**src/rtl/uart_tx_arbiter.sv**
```systemverilog
// Two-source arbiter in front of a single UART transmitter. It hands out whole
// messages with a round-robin tie-break and an inactivity timeout on held locks.
module uart_tx_arbiter #(
  parameter int DBIT    = 8,
  parameter int TO_W    = 16,
  parameter int TIMEOUT = 50000
) (
  input  logic            i_clk,
  input  logic            i_reset,
  input  logic            i_req0_valid,
  input  logic [DBIT-1:0] i_req0_data,
  input  logic            i_req0_last,
  output logic            o_req0_ready,
  input  logic            i_req1_valid,
  input  logic [DBIT-1:0] i_req1_data,
  input  logic            i_req1_last,
  output logic            o_req1_ready,
  output logic            o_tx_start,
  output logic [DBIT-1:0] o_tx_data,
  input  logic            i_tx_done_tick,
  output logic            o_owner,
  output logic            o_busy,
  output logic            o_timeout
);

  // Handshake: a byte moves on a rising edge where valid & ready are both high;
  // ready is a function of state, round-robin pointer and valids only.
  typedef enum logic [1:0] {S_IDLE, S_START, S_WAIT, S_HOLD} state_t;

  localparam logic [TO_W-1:0] TO_LAST = TO_W'(TIMEOUT - 1);

  state_t            state_q, state_d;
  logic              last_owner_q, last_owner_d;
  logic              owner_q, owner_d;
  logic              last_q, last_d;
  logic [DBIT-1:0]   data_q, data_d;
  logic [TO_W-1:0]   cnt_q, cnt_d;
  logic              accept;
  logic              sel;
  logic              owner_valid;

  always_ff @(posedge i_clk or posedge i_reset) begin
    if (i_reset) begin
      state_q      <= S_IDLE;
      last_owner_q <= 1'b1;
      owner_q      <= 1'b0;
      last_q       <= 1'b0;
      data_q       <= '0;
      cnt_q        <= '0;
    end else begin
      state_q      <= state_d;
      last_owner_q <= last_owner_d;
      owner_q      <= owner_d;
      last_q       <= last_d;
      data_q       <= data_d;
      cnt_q        <= cnt_d;
    end
  end

  always_comb begin
    state_d      = state_q;
    last_owner_d = last_owner_q;
    owner_d      = owner_q;
    last_d       = last_q;
    data_d       = data_q;
    cnt_d        = cnt_q;
    o_req0_ready = 1'b0;
    o_req1_ready = 1'b0;
    o_tx_start   = 1'b0;
    o_timeout    = 1'b0;
    owner_valid  = owner_q ? i_req1_valid : i_req0_valid;

    case (state_q)
      S_IDLE: begin
        // On a tie the requester not named by last_owner wins.
        if (i_req0_valid && (!i_req1_valid || last_owner_q)) begin
          o_req0_ready = 1'b1;
        end else if (i_req1_valid) begin
          o_req1_ready = 1'b1;
        end
      end
      S_START: begin
        o_tx_start = 1'b1;
        state_d    = S_WAIT;
      end
      S_WAIT: begin
        if (i_tx_done_tick) begin
          if (last_q) begin
            last_owner_d = owner_q;
            state_d      = S_IDLE;
          end else begin
            cnt_d   = '0;
            state_d = S_HOLD;
          end
        end
      end
      S_HOLD: begin
        o_req0_ready = ~owner_q;
        o_req1_ready = owner_q;
        if (!owner_valid) begin
          if (cnt_q == TO_LAST) begin
            o_timeout    = 1'b1;
            last_owner_d = owner_q;
            state_d      = S_IDLE;
          end else begin
            cnt_d = cnt_q + 1'b1;
          end
        end
      end
      default: state_d = S_IDLE;
    endcase

    accept = (o_req0_ready && i_req0_valid) || (o_req1_ready && i_req1_valid);
    sel    = o_req1_ready && i_req1_valid;
    if (accept) begin
      owner_d = sel;
      data_d  = sel ? i_req1_data : i_req0_data;
      last_d  = sel ? i_req1_last : i_req0_last;
      state_d = S_START;
    end
  end

  assign o_tx_data = data_q;
  assign o_owner   = owner_q;
  assign o_busy    = (state_q != S_IDLE);

endmodule

```
**config.mk**
```make
export PLATFORM = sky130hd
export DESIGN_NAME = uart_tx_arbiter
export DESIGN_NICKNAME = d
export VERILOG_FILES = /design/src/rtl/uart_tx_arbiter.sv
export SDC_FILE = /design/constraint.sdc
export NUM_CORES = 1
export LEC_CHECK = 0
export BUFFER_PORTS_ARGS = -buffer_cell sky130_fd_sc_hd__buf_4
export CELL_PAD_IN_SITES_DETAIL_PLACEMENT = 0
export CELL_PAD_IN_SITES_GLOBAL_PLACEMENT = 1
export CORE_ASPECT_RATIO = 1.2
export CORE_MARGIN = 2
export CORE_UTILIZATION = 45
export CTS_BUF_LIST = sky130_fd_sc_hd__clkbuf_8
export DETAILED_ROUTE_END_ITERATION = 8
export PLACE_DENSITY = 0.95
export SYNTH_ARGS = -nofsm -noshare
export SYNTH_HDL_FRONTEND = slang
export SYNTH_SLANG_ARGS = --single-unit
```
**constraint.sdc**
```tcl
create_clock -name i_clk -period 3.75 [get_ports i_clk]
set_input_delay 0.375 -clock i_clk [delete_from_list [all_inputs] [get_ports i_clk]]
set_output_delay 0.375 -clock i_clk [all_outputs]
set_load 0.005 [all_outputs]
```
==> results.py <==
metrics = {
    "setup_path": {
        "critPathKind": "reg -> out",
        "r2r_start": "cnt_q[10]",
        "cpMaxStageDelayCell": "ha_1",
        "start_kind": "flip-flop",
        "rrSetupSlack_ns": 1.46,
        "cp_slowest_stage_delay_ns": 0.45,
        "cp.arrival_ns": 1.95,
        "worstPathMaxFanout": 14,
        "critPathRequiredTime_ns": 3.38,
        "r2r_cells": 5,
        "r2r-end": "last_owner_q",
        "endpoint_kind": "output port",
        "crit_chain": "ha_1 -> inv_1 -> nor4_1 -> buf_4",
    },
    "status": {
        "status": "finished, final reports clean",
    },
    "sta": {
        "setup_viol": 0,
        "final-max-slew-violation-count": 0,
        "relSlewSlack_pct": 27.3,
        "period_needed_ns": 2.32,
        "clock_skew_ns": 0.00402,
        "fin_crit_sh_pct": 61.9,
        "max_freq_ghz": 0.431,
        "worstMarginPinSlew_ns": 1.09,
        "hold_viol_final": 0,
        "final.setup.tns_ns": 0,
        "rsz0062_at_grt": "no",
    },
    "layout": {
        "area_delta_synth_final_pct": 24.4,
        "instances_no_fill": 282,
        "drive_gt1_share_pct": 21.3,
        "seqCellArea_um2": 727,
        "fin_nets": 258,
        "multi_input_area_um2": 931,
        "utilization_pct": 58.7,
        "insertedDiodeCount": 0,
        "nFillCells": 334,
    },
    "power_and_ir_drop": {
        "p_sw_w": 0.000606,
        "switching_share_pct": 39.3,
        "leakage_nw": 0.952,
        "intPower_w": 0.000934,
        "seq_power_share_pct": 38.6,
        "power_density_nw_per_um2": 722,
        "ir_worst_vdd_mv": 0.413,
        "combPwrFrac_pct": 44.8,
        "power_frac_clock_pct": 16.7,
    },
    "grt": {
        "first_global_vias": 1478,
        "grt_use_total_pct": 20.0,
        "grt_pass1_wl_um": 6580,
        "antenna_found_initial": 0,
        "grt_remaining_overflow": 0,
        "grt_max_degree": 30,
    },
    "route": {
        "avgRoutedWirePerCell_um": 13.6,
        "drc": 0,
        "ant_nets": 0,
        "vias": 1522,
        "drt-total-wl_um": 3840,
        "avgViaCountPerCell": 5.40,
        "drtIter0Drc": 66,
        "first_pass_iters": 5,
    },
    "yosys": {
        "synthArstFlopShare_pct": 100,
        "syn-cell-area_um2": 1710,
        "post-synth-top-count-cell": "nor2_1",
        "synth_warnings": 0,
        "avgSynthCellArea_um2": 9.02,
        "netlist.area_leader.share_pct": 40.9,
        "synth_edf_count": 0,
        "yosysTopAreaCell": "dfrtp_1",
        "yosys-top-cells-area": "dfrtp_1 (41%), nor2_1 (7.2%), mux2i_1 (6.4%), xnor2_1 (5.1%), a21oi_1 (5.0%)",
        "syn_nets": 218,
        "ys_types": 37,
        "seq_area_frac_synth_pct": 42.4,
        "synthTopCellsByCount": "nor2_1 (33), dfrtp_1 (28), a21oi_1 (17)",
        "synthFlopType": "dfrtp_1",
        "ys_ff_latch": 29,
        "syn_inst": 190,
    },
    "floorplanning": {
        "io_pins": 37,
        "start_util_pct": 47.2,
        "dieHeight_um": 71.6,
        "rows": 24,
        "fp.coreArea_um2": 3630,
        "die_width_um": 60.3,
        "dieArea_um2": 4320,
    },
    "cts": {
        "clock-sinks": 29,
        "ctsRootBufferMaster": "clkbuf_8",
        "clkLatencyLatePin_ns": 0.28,
        "cts_tree": "done",
        "cts_made_buffers": 5,
        "holdBufCountCts": 0,
        "clk_path_buf_depth": 2,
        "cts.clk_slew.worst_paths_ns": 0.06,
        "post_cts_resized": 0,
        "cts_setup_buffers": 0,
        "h-tree-depth": 2,
    },
    "worst_hold_path": {
        "holdPathEnd": "o_tx_data[4]",
        "hp-class": "in -> reg",
        "whs_path_depth": 3,
        "hold_path.startpoint": "i_req1_data[4]",
    },
    "place": {
        "dp_cells": 275,
        "portBuffers": 36,
        "hpwl_um": 2800,
        "gp_congestion": 0.868,
    },
    "flow_run": {
        "drv_cap": 0,
    },
}
## metrics by stage
step | hold slack (ns) | area [um2] | setup slack, ns | total power [W]
finish | 0.331 | 2130 | 1.43 | 0.00154
detailed placement | 0.533 | 2050 | 1.46 | 0.00129
global placement | 0.527 | 2050 | 1.50 | 0.00128
floorplan | 0.452 | 1710 | 1.63 | 0.00104
global route | 0.346 | 2130 | 1.29 | 0.00168
CTS | 0.331 | 2130 | 1.43 | 0.00155
## cell families (layout without fill, tap and decap cells)
family,count (synthesis),in the layout,share of synthesized area [%]
buffers and inverters,15,55,3.28
xor gates and xnor gates,14,14,7.15
muxes,12,12,7.08
adders and majority gates,5,5,3.65
and+or+nand+nor,79,79,23.7
AOI/OAI and AO/OA,36,36,12.8
DFF,29,29,42.4
## area by class of cell
cell class	count	area share [%]
inverters	10	1.76
repair buffers	38	13.4
clock buffers	6	3.87
well taps	52	3.05
multi-input cells	146	43.7
clock inverters	1	0.176
flip-flops and latches	29	34.1
## layout by cell type (no fill, tap or decap)
cell,instances
nand2b_1,3
a21boi_0,1
dfrtp_1,28
nor2b_1,1
nor3_1,7
inv_1,11
nand2_1,8
o211ai_1,1
a211o_1,2
mux2_2,1
or4bb_1,1
nor2_1,33
a22o_1,2
mux2i_1,11
a2111oi_0,1
o21ai_0,5
o21ai_1,1
a22oi_1,2
nor4_1,3
clkbuf_8,6
and3_2,1
dfstp_2,1
xor2_1,4
and3_1,2
nor4_4,1
nand3_1,7
buf_4,38
nor4b_1,1
a21oi_1,17
nand4_1,7
or4_1,1
ha_1,5
nand3b_1,1
xnor2_1,10
nand2b_2,1
nand4b_1,1
a211oi_1,4
## flip-flops by register name (all words and copies together), names as in the netlist
register	flops
cnt_q	16
o_tx_data	8
state_q	2
last_owner_q	1
last_q	1
o_owner	1
## per-layer routing
layer | part of all wire (%) | vias to the layer above | wire (um) | global-route usage [%]
met4 | 1.4 | 0 | 53 | 6.17
met3 | 5.2 | 5 | 198 | 5.60
met2 | 49 | 41 | 1890 | 32.1
met5 | 0 | - | 0 | 0
met1 | 44 | 724 | 1710 | 26.0
li1 | - | 752 | - | -
## how the worst max path moves through the flow
stage                from      endpoint  slack [ns]
5_1_grt        state_q[1]     cnt_q[14]        1.29
3_3_place_gp    cnt_q[10]  last_owner_q        1.50
6_report       state_q[0]     o_timeout        1.43
2_1_floorplan   cnt_q[10]  last_owner_q        1.63
3_5_place_dp    cnt_q[10]  last_owner_q        1.46
4_1_cts        state_q[0]     o_timeout        1.43
## power by group through the flow
stage	clock network [W]	registers (W)	logic, W
2_1_floorplan	0	0.000566	0.000477
3_3_place_gp	0	0.000589	0.000687
3_5_place_dp	0	0.000594	0.000694
4_1_cts	0.000264	0.000592	0.000695
5_1_grt	0.000281	0.000613	0.000783
6_report	0.000257	0.000594	0.000689
## worst max-delay path, delay by kind of cell (launching register included)
| kind | cells | cell delay [ns] |
|---|---|---|
| adders and majority gates | 1 | 0.45 |
| and+or+nand+nor | 1 | 0.44 |
| DFF | 1 | 0.40 |
| buffers and inverters | 2 | 0.38 |
Power figures use the tool's default switching activity.
